`src/rtl/adc_ltc2308_sequencer_pkg.sv`:
```
// Shared types and constants for the LTC2308 scan sequencer.
// Holds the FSM encoding, word widths and the 6-bit ADC config word builder.
package adc_seq_pkg;

    typedef enum logic [1:0] {
        IDLE  = 2'd0,
        CONV  = 2'd1,
        SHIFT = 2'd2,
        DONE  = 2'd3
    } state_t;

    localparam int DATA_W = 12;
    localparam int NUM_CH = 8;
    localparam int CFG_W  = 6;
    localparam int CH_W   = 3;

    // Config word bit positions, MSB is shifted out first
    localparam int CFG_SD  = 5;
    localparam int CFG_OS  = 4;
    localparam int CFG_S1  = 3;
    localparam int CFG_S0  = 2;
    localparam int CFG_UNI = 1;
    localparam int CFG_SLP = 0;

    localparam logic SD_SINGLE = 1'b1;
    localparam logic UNI_MODE  = 1'b1;
    localparam logic SLP_OFF   = 1'b0;

    // Single-ended, unipolar, awake; channel select bits are scrambled by the ADC mux map
    function automatic logic [CFG_W-1:0] build_cfg(input logic [CH_W-1:0] ch);
        logic [CFG_W-1:0] w;
        w          = '0;
        w[CFG_SD]  = SD_SINGLE;
        w[CFG_OS]  = ch[0];
        w[CFG_S1]  = ch[2];
        w[CFG_S0]  = ch[1];
        w[CFG_UNI] = UNI_MODE;
        w[CFG_SLP] = SLP_OFF;
        return w;
    endfunction

endpackage

```
`src/rtl/adc_ltc2308_sequencer_next_channel.sv`:
```
// Wrap-around channel picker: first set mask bit strictly after cur.
// With cur = 7 it yields the lowest set bit; with one bit set it re-selects cur.
module adc_next_channel
    import adc_seq_pkg::*;
(
    input  logic [NUM_CH-1:0] mask,
    input  logic [CH_W-1:0]   cur,
    output logic [CH_W-1:0]   next,
    output logic              any
);

    // rot[k] is the mask bit k+1 positions after cur
    logic [NUM_CH-1:0] rot;

    generate
        for (genvar gi = 0; gi < NUM_CH; gi++) begin : g_rot
            assign rot[gi] = mask[cur + CH_W'(gi + 1)];
        end
    endgenerate

    always_comb begin
        next = cur;
        for (int k = NUM_CH - 1; k >= 0; k--) begin
            if (rot[k]) begin
                next = cur + CH_W'(k + 1);
            end
        end
    end

    assign any = |mask;

endmodule

```
`src/rtl/adc_ltc2308_sequencer.sv`:
```
// Autonomous round-robin scan controller for the LTC2308 SPI ADC.
// One frame per channel; each frame returns the result of the previous frame's config.
module adc_ltc2308_sequencer #(
    parameter int CONV_CYCLES = 170,
    parameter int SCLK_HALF   = 2,
    parameter int NUM_CH      = 8
) (
    input  logic        clk,
    input  logic        reset,
    input  logic        enable,
    input  logic [7:0]  ch_mask,
    output logic        busy,
    output logic        sample_valid,
    output logic [2:0]  sample_channel,
    output logic [11:0] sample_data,
    output logic        adc_cs_n,
    output logic        adc_sclk,
    output logic        adc_din,
    input  logic        adc_dout
);

    import adc_seq_pkg::*;

    generate
        if (NUM_CH != adc_seq_pkg::NUM_CH) begin : g_bad_num_ch
            $error("adc_ltc2308_sequencer: NUM_CH must be 8");
        end
        if (CONV_CYCLES < 1 || SCLK_HALF < 1) begin : g_bad_timing
            $error("adc_ltc2308_sequencer: CONV_CYCLES and SCLK_HALF must be >= 1");
        end
    endgenerate

    localparam int CNT_MAX = (CONV_CYCLES > 2 * SCLK_HALF) ? CONV_CYCLES : 2 * SCLK_HALF;
    localparam int CNT_W   = $clog2(CNT_MAX + 1);

    state_t              state_reg, state_next;
    logic [CNT_W-1:0]    cnt_reg, cnt_next;
    logic [3:0]          bit_reg, bit_next;
    logic [CH_W-1:0]     cur_ch_reg, cur_ch_next;
    logic [CH_W-1:0]     prev_ch_reg, prev_ch_next;
    logic                dummy_reg, dummy_next;
    logic [DATA_W-1:0]   shift_reg, shift_next;
    logic [CFG_W-1:0]    cfg_sr_reg, cfg_sr_next;

    logic                busy_reg, busy_next;
    logic                valid_reg, valid_next;
    logic [CH_W-1:0]     ch_out_reg, ch_out_next;
    logic [DATA_W-1:0]   data_out_reg, data_out_next;
    logic                cs_reg, cs_next;
    logic                sclk_reg, sclk_next;
    logic                din_reg, din_next;

    logic [CH_W-1:0]     pick_cur;
    logic [CH_W-1:0]     next_ch;
    logic                mask_any;
    logic [CFG_W-1:0]    cfg_word;

    // In IDLE start the search from channel 7 so the lowest set bit wins
    assign pick_cur = (state_reg == IDLE) ? CH_W'(NUM_CH - 1) : cur_ch_reg;
    assign cfg_word = build_cfg(cur_ch_reg);

    adc_next_channel u_next_channel (
        .mask (ch_mask),
        .cur  (pick_cur),
        .next (next_ch),
        .any  (mask_any)
    );

    always_ff @(posedge clk) begin
        if (reset) begin
            state_reg    <= IDLE;
            cnt_reg      <= '0;
            bit_reg      <= '0;
            cur_ch_reg   <= '0;
            prev_ch_reg  <= '0;
            dummy_reg    <= 1'b1;
            shift_reg    <= '0;
            cfg_sr_reg   <= '0;
            busy_reg     <= 1'b0;
            valid_reg    <= 1'b0;
            ch_out_reg   <= '0;
            data_out_reg <= '0;
            cs_reg       <= 1'b0;
            sclk_reg     <= 1'b0;
            din_reg      <= 1'b0;
        end else begin
            state_reg    <= state_next;
            cnt_reg      <= cnt_next;
            bit_reg      <= bit_next;
            cur_ch_reg   <= cur_ch_next;
            prev_ch_reg  <= prev_ch_next;
            dummy_reg    <= dummy_next;
            shift_reg    <= shift_next;
            cfg_sr_reg   <= cfg_sr_next;
            busy_reg     <= busy_next;
            valid_reg    <= valid_next;
            ch_out_reg   <= ch_out_next;
            data_out_reg <= data_out_next;
            cs_reg       <= cs_next;
            sclk_reg     <= sclk_next;
            din_reg      <= din_next;
        end
    end

    // Pin and sample outputs are computed from the next state so they line up with state_reg
    always_comb begin
        state_next    = state_reg;
        cnt_next      = cnt_reg;
        bit_next      = bit_reg;
        cur_ch_next   = cur_ch_reg;
        prev_ch_next  = prev_ch_reg;
        dummy_next    = dummy_reg;
        shift_next    = shift_reg;
        cfg_sr_next   = cfg_sr_reg;
        valid_next    = 1'b0;
        ch_out_next   = ch_out_reg;
        data_out_next = data_out_reg;
        din_next      = din_reg;

        case (state_reg)
            IDLE: begin
                if (enable && mask_any) begin
                    state_next  = CONV;
                    cnt_next    = '0;
                    cur_ch_next = next_ch;
                    dummy_next  = 1'b1;
                end
            end
            CONV: begin
                if (cnt_reg == CNT_W'(CONV_CYCLES - 1)) begin
                    state_next  = SHIFT;
                    cnt_next    = '0;
                    bit_next    = '0;
                    din_next    = cfg_word[CFG_W-1];
                    cfg_sr_next = {cfg_word[CFG_W-2:0], 1'b0};
                end else begin
                    cnt_next = cnt_reg + CNT_W'(1);
                end
            end
            SHIFT: begin
                // Rising adc_sclk edge: ADC data bit is stable here
                if (cnt_reg == CNT_W'(SCLK_HALF - 1)) begin
                    shift_next = {shift_reg[DATA_W-2:0], adc_dout};
                end
                if (cnt_reg == CNT_W'(2 * SCLK_HALF - 1)) begin
                    cnt_next = '0;
                    if (bit_reg == 4'(DATA_W - 1)) begin
                        state_next    = DONE;
                        valid_next    = ~dummy_reg;
                        ch_out_next   = dummy_reg ? ch_out_reg : prev_ch_reg;
                        data_out_next = dummy_reg ? data_out_reg : shift_next;
                    end else begin
                        bit_next    = bit_reg + 4'd1;
                        din_next    = cfg_sr_reg[CFG_W-1];
                        cfg_sr_next = {cfg_sr_reg[CFG_W-2:0], 1'b0};
                    end
                end else begin
                    cnt_next = cnt_reg + CNT_W'(1);
                end
            end
            DONE: begin
                prev_ch_next = cur_ch_reg;
                dummy_next   = 1'b0;
                if (mask_any) begin
                    cur_ch_next = next_ch;
                end
                cnt_next = '0;
                if (enable && mask_any) begin
                    state_next = CONV;
                end else begin
                    state_next = IDLE;
                end
            end
            default: begin
                state_next = IDLE;
            end
        endcase

        if (state_next != SHIFT) begin
            din_next = 1'b0;
        end
        busy_next = (state_next != IDLE);
        cs_next   = (state_next == CONV);
        sclk_next = (state_next == SHIFT) && (cnt_next >= CNT_W'(SCLK_HALF));
    end

    assign busy           = busy_reg;
    assign sample_valid   = valid_reg;
    assign sample_channel = ch_out_reg;
    assign sample_data    = data_out_reg;
    assign adc_cs_n       = cs_reg;
    assign adc_sclk       = sclk_reg;
    assign adc_din        = din_reg;

endmodule

```
`config.mk`:
```
export PLATFORM = sky130hd
export DESIGN_NAME = adc_ltc2308_sequencer
export DESIGN_NICKNAME = d
export VERILOG_FILES = /design/src/rtl/adc_ltc2308_sequencer_pkg.sv /design/src/rtl/adc_ltc2308_sequencer_next_channel.sv /design/src/rtl/adc_ltc2308_sequencer.sv
export SDC_FILE = /design/constraint.sdc
export NUM_CORES = 1
export LEC_CHECK = 0
export BUFFER_PORTS_ARGS = -buffer_cell sky130_fd_sc_hd__buf_2
export CORE_MARGIN = 4
export CORE_UTILIZATION = 50
export DETAILED_ROUTE_END_ITERATION = 10
export PLACE_DENSITY = 0.69
export SETUP_SLACK_MARGIN = 0.02
export SLEW_MARGIN = 10
export SYNTH_ARGS = -nofsm -noshare
export SYNTH_HDL_FRONTEND = slang
export SYNTH_HIERARCHICAL = 1
export SYNTH_SLANG_ARGS = --single-unit
```
`constraint.sdc`:
```
create_clock -name clk -period 4.1 [get_ports clk]
set_input_delay 1.23 -clock clk [delete_from_list [all_inputs] [get_ports clk]]
set_output_delay 1.23 -clock clk [all_outputs]
set_load 0.05 [all_outputs]
```
==> results of run 1 <==
## cells in the final DEF (no fill, tap or decap), types with 3 or more instances in the layout
cell	Yosys	final
nand2_1	60	60
dfxtp_1	57	57
nor2_1	44	44
mux2i_1	33	33
a21oi_1	31	31
buf_2	14	31
a211oi_1	14	14
clkbuf_8	0	13
nand3_1	12	12
o21ai_0	9	9
mux2_2	8	8
mux4_2	7	7
inv_1	6	6
nor3_1	6	6
xnor2_1	6	6
a31oi_1	5	5
nor2_2	5	5
ha_1	5	5
o22ai_1	5	5
o211ai_1	5	5
or2_2	4	4
nor2b_1	4	4
nor4_1	4	4
nand4_1	3	3
nor3b_1	3	3
xor2_1	3	3
a311oi_1	3	3
a311oi_2	3	3
buf_4	1	3
## routing by layer
layer / vias to the layer above / part of all wire / GRT usage
met5: - / 0 / 0
met4: 0 / 0.018 / 0.08168
met3: 16 / 0.046 / 0.04758
met2: 71 / 0.48 / 0.3035
met1: 1399 / 0.46 / 0.2472
li1: 1519 / - / -
## per-stage QoR
step                      instance area [µm²]  std cells  power (mW)
final                                    3899        526       1.485
after global routing                     3899        526       1.561
after floorplan                          3551        409      0.8613
after global placement                   3674        510      0.9187
after detailed placement                 3674        510      0.9210
after CTS                                3899        526       1.497
## path summary, 6_finish.rpt
check	depth (start not counted)	to
worst max-delay path	12	cur_ch_reg[0]
worst min-delay path	2	shift_reg[11]
worst max register to register	12	cur_ch_reg[0]
worst min register to register	2	shift_reg[11]
## power by group through the flow
stage	combinational [mW]	sequential, mW	clock (mW)
6_report	0.337	0.574	0.574
2_1_floorplan	0.274	0.587	0
4_1_cts	0.335	0.574	0.588
3_3_place_gp	0.332	0.586	0
5_1_grt	0.368	0.575	0.617
3_5_place_dp	0.335	0.586	0
## kinds of logic after synthesis
group | share of synthesized area
and+or+nand+nor | 0.2326
muxes | 0.1702
DFF | 0.3214
adders and majority gates | 0.02044
xor gates and xnor gates | 0.02220
AOI/OAI and AO/OA | 0.1776
buffers and inverters | 0.05567
## worst reg2reg max path: cells and delay by family (launching register included)
family                   cells  cell delay, ns
buffers and inverters        1            0.18
XOR/XNOR                     1            0.13
AO/OA/AOI/OAI                4            0.65
AND/OR/NAND/NOR              3            0.57
flip-flops                   1            0.52
adder cells (fa/ha/maj)      1            0.47
multiplexers                 2            0.72
## cell type report
cell class / count / area (µm²) / area share
Clock inverter: 3 / 46.29 / 0.01187
Multi-Input combinational cell: 317 / 2212 / 0.5674
Timing Repair Buffer: 34 / 177.7 / 0.04557
Sequential cell: 57 / 1141 / 0.2927
Clock buffer: 13 / 178.9 / 0.04589
Inverter: 6 / 22.52 / 0.005777
Tap cell: 96 / 120.1 / 0.03081
==> impl_metrics.tcl, run 1 <==
set metrics [dict create \
    status "completed" \
    dpl_worst_slack_ns 0.8434 \
    finalHoldWorstSlack_ns 0.4557 \
    antenna_found_initial 0 \
    ioPinCount 32 \
    max_slew_margin 0.4778 \
    numCtsBuffers 9 \
    arrival_ns 3.57 \
    syn2layout_area_growth_pct 9.796 \
    worstPathMaxFanout 14 \
    yosysMostFrequentCell "nand2_1" \
    io_buffers 31 \
    period_needed_ns 3.316 \
    synth_flop_cell "dfxtp_1" \
    reg2reg_from "state_reg[1]" \
    drive_gt1_frac 0.2116 \
    clock_skew_ns 0.01675 \
    setup_viol 0 \
    drc 0 \
    internal_power_mw 1.059 \
    drv_cap 0 \
    diodes 0 \
    setup_tns_ns 0 \
    synth_common_cells "60 x nand2_1, 57 x dfxtp_1, 44 x nor2_1" \
    synth.area.top_cells "dfxtp_1 32%, mux2i_1 9.3%, nand2_1 6.3%" \
    worstPathRequired_ns 4.35 \
    worstSetupPathType "reg2reg" \
    grt_start_max_net_pins 29 \
    rsz0062_at_grt "false" \
    die_h_um 92.27 \
    p_per_area_mw_per_mm2 380.9 \
    wirelength_um 7746 \
    track_usage 0.1914 \
    ys_types 60 \
    grt_pass1_wl_um 13220 \
    clk_pin_slew_worst_paths_ns 0.06 \
    synth_edf_count 0 \
    clk_latency_ns 0.33 \
    postCtsHoldBufs 0 \
    seqPwrFrac 0.386 \
    drtAntennaViolNets 0 \
    fill_cells 633 \
    gp_congestion 0.8990 \
    design.die.area_mm2 0.008514 \
    critPathBufInv 1 \
    maxSlewViolCount 0 \
    grt_pass1_vias 2798 \
    cts_tree "done" \
    viasPerCell 5.713 \
    synth_area_mm2 0.003551 \
    nets 442 \
    min_from "shift_reg[11]" \
    async_reset_ff_frac 0 \
    maxClockFrequency_mhz 301.6 \
    timing.critical_path.from "state_reg[1]" \
    hold_path.class "reg2reg" \
    p_clk_frac 0.387 \
    p_leak_nw 1.502 \
    p_comb_frac 0.227 \
    core_mm2 0.006832 \
    ys_seq_area_frac 0.3214 \
    dp_hpwl_um 5516 \
    start_util 0.5198 \
    path_cells "nor2_1, or2_2, inv_1, ha_1, mux4_2, mux2i_1, o21ai_0, a21bo_1, a21boi_1, xnor2_1, nand3_1, a21oi_1" \
    dr.pass1.iters 4 \
    rows 30 \
    die_w_um 92.27 \
    crit_family "multiplexers" \
    netSwitchingFraction 0.2868 \
    cts_max_path_buffers 2 \
    synth_fp_nets 426 \
    r2r_setup_slack_ns 0.78 \
    cts.sinks 57 \
    startpoint_type "flip-flop" \
    finalCritPeriodShare 0.8087 \
    vias 3005 \
    wl_per_cell_um 14.73 \
    ys_warn_count 6 \
    postCtsSetupRepairBufs 0 \
    synth-seq-cells 57 \
    vdd_drop_max_v 0.0002252 \
    utilization 0.5707 \
    tightest_slew_ns 0.7804 \
    max_stage_delay_ns 0.52 \
    cts_root_buf "clkbuf_8" \
    worst_slack_ns 0.7843 \
    detail_route.iter0.violations 179 \
    syn_inst 409 \
    syn_area_per_cell_um2 8.682 \
    cp-end-kind "flip-flop" \
    p_sw_uw 425.9 \
    synth.largest_area_cell "dfxtp_1" \
    cts_resized 0 \
    finalHoldViolCount 0 \
    cpMaxStageDelayCell "dfxtp_1" \
    yosys.area.top_type_share 0.3214 \
    grt_remaining_overflow 0 \
    cts-htree-levels 3 \
]
No activity file was read; power rests on OpenSTA's default activity.
==> run 2: changes to the inputs <==
Settings changed: PLACE_DENSITY 0.69 to 0.72.
Clock period 4.1 ns to 3 ns, I/O delays scaled along.
==> run 2 against run 1 <==
  * Final area grew 0.96%
  * Via count increased by 0.37%
  * Utilization grew 0.55 points
  * First-iteration DRC count decreased by 53%
  * Power grew 26%
==> impl_metrics.tcl, run 2 (synthesis gave the netlist of run 1 again) <==
set metrics [dict create \
    drc 0 \
    track_usage 0.1859 \
    ioPinCount 32 \
    cts.sinks 57 \
    rsz0062_at_grt "false" \
    detail_route.iter0.violations 84 \
    grt_pass1_vias 2787 \
    io_buffers 31 \
    vias 3016 \
    vdd_drop_max_v 0.0002326 \
    gp_congestion 0.9081 \
    final_common_cell "nand2_1" \
    drv_cap 0 \
    hold_path.class "reg2reg" \
    core_mm2 0.006832 \
    start_util 0.5198 \
    period_needed_ns 2.755 \
    antenna_found_initial 0 \
    drive_gt1_frac 0.2381 \
    cts_max_path_buffers 2 \
    nets 453 \
    r2r_setup_slack_ns 0.24 \
    cts-htree-levels 3 \
    maxClockFrequency_mhz 362.9 \
    cp-end-kind "flip-flop" \
    tightest_slew_ns 0.7928 \
    setup_tns_ns 0 \
    finalCritPeriodShare 0.9185 \
    numCtsBuffers 9 \
    clk_pin_slew_worst_paths_ns 0.07 \
    clk_latency_ns 0.34 \
    diodes 0 \
    grt_pass1_wl_um 12820 \
    drtAntennaViolNets 0 \
    design.die.area_mm2 0.008514 \
    finalHoldViolCount 0 \
    postCtsHoldBufs 0 \
    die_w_um 92.27 \
    clock_skew_ns 0.01196 \
    syn2layout_area_growth_pct 10.85 \
    worstPathMaxFanout 7 \
    maxSlewViolCount 0 \
    dr.pass1.iters 4 \
    arrival_ns 2.97 \
    rows 30 \
    p_per_area_mw_per_mm2 474.5 \
    fill_cells 613 \
    wirelength_um 7601 \
    final_cell_mix "60 x nand2_1, 57 x dfxtp_1, 43 x nor2_1" \
    grt_remaining_overflow 0 \
    p_leak_nw 1.526 \
    cts_tree "done" \
    dp_cells 518 \
    setup_viol 0 \
    viasPerCell 5.616 \
    wl_per_cell_um 14.15 \
    worstPathRequired_ns 3.22 \
    max_slew_margin 0.4695 \
    grt_start_max_net_pins 32 \
    die_h_um 92.27 \
    final_cells 537 \
    dp_hpwl_um 5505 \
    startpoint_type "flip-flop" \
    cts_root_buf "clkbuf_8" \
    status "completed" \
    worstSetupPathType "reg2reg" \
]
[run 2: per-stage QoR]
step	setup WS, ns	area [µm²]	utilization	total power [mW]	hold slack (ns)
global placement	0.2837	3749	0.5487	1.262	0.4424
detailed placement	0.2347	3749	0.5487	1.270	0.4495
CTS	0.2378	3911	0.5725	1.873	0.4638
global route	0.03475	3936	0.5762	1.965	0.4985
finish	0.2446	3936	0.5762	1.868	0.4679
floorplan	0.06626	3556	-	1.179	0.4360
[run 2: area by class of cell]
type                            count  area [µm²]  area share
Clock buffer                       10       127.6     0.03242
Timing Repair Buffer               45       272.8     0.06929
Multi-Input combinational cell    317        2217      0.5633
Clock inverter                      6       35.03    0.008900
Inverter                            6       22.52    0.005722
Sequential cell                    57        1141      0.2899
Tap cell                           96       120.1     0.03051
[run 2: power by group]
group	total (mW)	switching [mW]	internal [mW]
logic	0.490	0.266	0.225
clock network	0.595	0.302	0.293
registers	0.782	0.0114	0.771
total	1.87	0.579	1.29
[run 2: worst paths after layout]
| path | depth (start not counted) | start | to |
|---|---|---|---|
| worst min register to register | 2 | prev_ch_reg[2] | prev_ch_reg[2] |
| worst min-delay path | 2 | prev_ch_reg[2] | prev_ch_reg[2] |
| worst max register to register | 11 | state_reg[1] | cur_ch_reg[2] |
| worst max-delay path | 11 | state_reg[1] | cur_ch_reg[2] |
[run 2: repair_timing]
| action | in CTS | in global routing |
|---|---|---|
| setup endpoints to repair | 0 | 1 |
| buffers inserted | 0 | 3 |
| gates resized for setup | 0 | 2 |
| hold endpoints to repair | 0 | 0 |
[run 2: critical path: stages, from the launching register on]
cell and delay [ns]:
dfxtp_1 0.35, nor2_2 0.06, or2_2 0.29, inv_2 0.13
ha_2 0.35, mux4_2 0.35, buf_4 0.17, a2111oi_4 0.34
a221oi_1 0.12, a221o_1 0.34, nand3_1 0.07, a21oi_1 0.06
[run 2: layer usage]
metal / global-route usage / up-vias / part of all wire
met2: 0.2810 / 67 / 0.45
met3: 0.05906 / 26 / 0.042
met1: 0.2412 / 1389 / 0.47
met4: 0.08540 / 0 / 0.032
met5: 0 / - / 0
li1: - / 1534 / -
==> run 3: changes to the inputs <==
Settings changed: BUFFER_PORTS_ARGS -buffer_cell sky130_fd_sc_hd__buf_2 to default, CTS_CLUSTER_DIAMETER from default to 150, DONT_BUFFER_PORTS from default to 1, PLACE_DENSITY 0.72 to 0.68.
Clock period 3 ns to 2.45 ns, I/O delays scaled along.
==> run 3 against run 2 <==
  * Critical path type unchanged
  * Sequential power up 24%
  * Largest power group is now the clock network
  * Via count up 2.4%
  * Combinational power up 50%
  * Register-to-register slack worse by 0.29 ns
  * Critical path depth unchanged
  * Highest routed layer unchanged
  * The run now ends with setup timing left
==> impl_metrics.tcl, run 3 (synthesis gave the netlist of run 1 again) <==
set metrics [dict create \
    grt_pass1_wl_um 13940 \
    cts_tree "done" \
    final_cell_mix "60 x nand2_1, 55 x dfxtp_1, 44 x buf_4" \
    track_usage 0.2010 \
    postCtsHoldBufs 0 \
    setup_tns_ns -0.1007 \
    ioPinCount 32 \
    diodes 0 \
    wirelength_um 8368 \
    design.die.area_mm2 0.008514 \
    reg2regPathDepth 11 \
    drive_gt1_frac 0.2670 \
    die_w_um 92.27 \
    wl_per_cell_um 15.55 \
    tightest_slew_ns 0.5368 \
    cts_max_path_buffers 2 \
    hold_path.class "reg2reg" \
    detail_route.iter0.violations 125 \
    finalCritPeriodShare 1.020 \
    worstSetupPathType "reg2reg" \
    multiInputGateArea_mm2 0.002276 \
    nets 454 \
    cp-end-kind "flip-flop" \
    vdd_drop_max_v 0.0005010 \
    clock_skew_ns 0.01014 \
    maxClockFrequency_mhz 400.2 \
    maxSlewViolCount 0 \
    clk_latency_ns 0.33 \
    io_buffers 0 \
    worstPathRequired_ns 2.71 \
    fill_cells 617 \
    finalHoldViolCount 0 \
    p_leak_nw 1.579 \
    place_area_mm2 0.003761 \
    seqCellArea_mm2 0.001144 \
    grt_remaining_overflow 0 \
    p_per_area_mw_per_mm2 665.1 \
    r2r_setup_slack_ns -0.05 \
    clk_pin_slew_worst_paths_ns 0.07 \
    grt_pass1_vias 2911 \
    dr.pass1.iters 4 \
    grt_start_max_net_pins 56 \
    drv_cap 0 \
    arrival_ns 2.76 \
    startpoint_type "flip-flop" \
    violations "setup timing" \
    vias 3088 \
    reg2reg_from "state_reg[0]" \
    start_util 0.5198 \
    cts.sinks 57 \
    syn2layout_area_growth_pct 17.58 \
    min_from "shift_reg[11]" \
    antenna_found_initial 0 \
    drtAntennaViolNets 0 \
    max_slew_margin 0.6417 \
    cts-htree-levels 3 \
    die_h_um 92.27 \
    min_to "shift_reg[11]" \
    worst_slack_ns -0.04878 \
    drc 0 \
    final_common_cell "nand2_1" \
    setup_viol 3 \
    core_mm2 0.006832 \
    numCtsBuffers 9 \
    gp_congestion 0.8454 \
    holdPathStages 2 \
    final_cell_area_mm2 0.004175 \
    r2r_end "cur_ch_reg[0]" \
    rows 30 \
    cts_root_buf "clkbuf_8" \
    status "complete, but fails checks" \
    worstPathMaxFanout 6 \
    period_needed_ns 2.499 \
    viasPerCell 5.740 \
    rsz0062_at_grt "true" \
    dp_hpwl_um 5792 \
]
run 3: per-stage QoR:
stage / setup slack, ns / hold slack [ns] / utilization / power, mW / cells
CTS: -0.05369 / 0.4554 / 0.6062 / 2.759 / 534
floorplan: -0.1750 / 0.4360 / - / 1.466 / 409
global route: -0.1924 / 0.4515 / 0.6112 / 2.886 / 538
finish: -0.04878 / 0.4573 / 0.6112 / 2.777 / 538
global placement: -0.05304 / 0.4363 / 0.5505 / 1.591 / 507
detailed placement: -0.1982 / 0.4480 / 0.5505 / 1.601 / 507
run 3: repair_timing:
action	4_1_cts	5_1_grt
gates resized for setup	16	1
pin swaps	9	10
endpoints found under the setup margin	3	3
setup buffers	11	4
run 3: layout make-up:
type                            instances  area share
Clock buffer                           11     0.03386
Clock inverter                          5     0.02457
Inverter                                6    0.007192
Multi-Input combinational cell        317      0.5451
Sequential cell                        57      0.2739
Tap cell                               96     0.02877
Timing Repair Buffer                   46     0.08660
run 3: per-layer routing:
layer / vias to the layer above / wire length [µm] / global-route usage
li1: 1527 / - / -
met1: 1451 / 3877 / 0.2656
met2: 96 / 3846 / 0.3200
met3: 14 / 562 / 0.05660
met4: 0 / 82 / 0.05817
met5: - / 0 / 0
run 3: how the worst max path moves through the flow:
stage	from	endpoint	slack, ns	depth (start not counted)
2_1_floorplan	state_reg[0]	cur_ch_reg[1]	-0.17	15
3_3_place_gp	state_reg[0]	cur_ch_reg[0]	-0.05	11
3_5_place_dp	state_reg[0]	cur_ch_reg[0]	-0.20	12
4_1_cts	state_reg[0]	cur_ch_reg[1]	-0.05	12
5_1_grt	state_reg[0]	cur_ch_reg[1]	-0.19	12
6_report	state_reg[0]	cur_ch_reg[0]	-0.05	11
run 3: critical path, cell delays in order, from the launching register on:
cell and delay [ns]:
dfxtp_2 0.33, nor2_4 0.11, or2_4 0.20, buf_6 0.14, mux4_2 0.56, mux2_2 0.29
o21ai_1 0.15, a21bo_1 0.14, a21boi_2 0.06, xnor2_1 0.17, nand3_1 0.11, a21oi_2 0.17
run 3: power breakdown:
group / leakage, nW / switching [mW] / internal [mW]
registers: 0.462 / 0.0222 / 0.944
logic: 0.997 / 0.344 / 0.392
clock network: 0.120 / 0.372 / 0.702
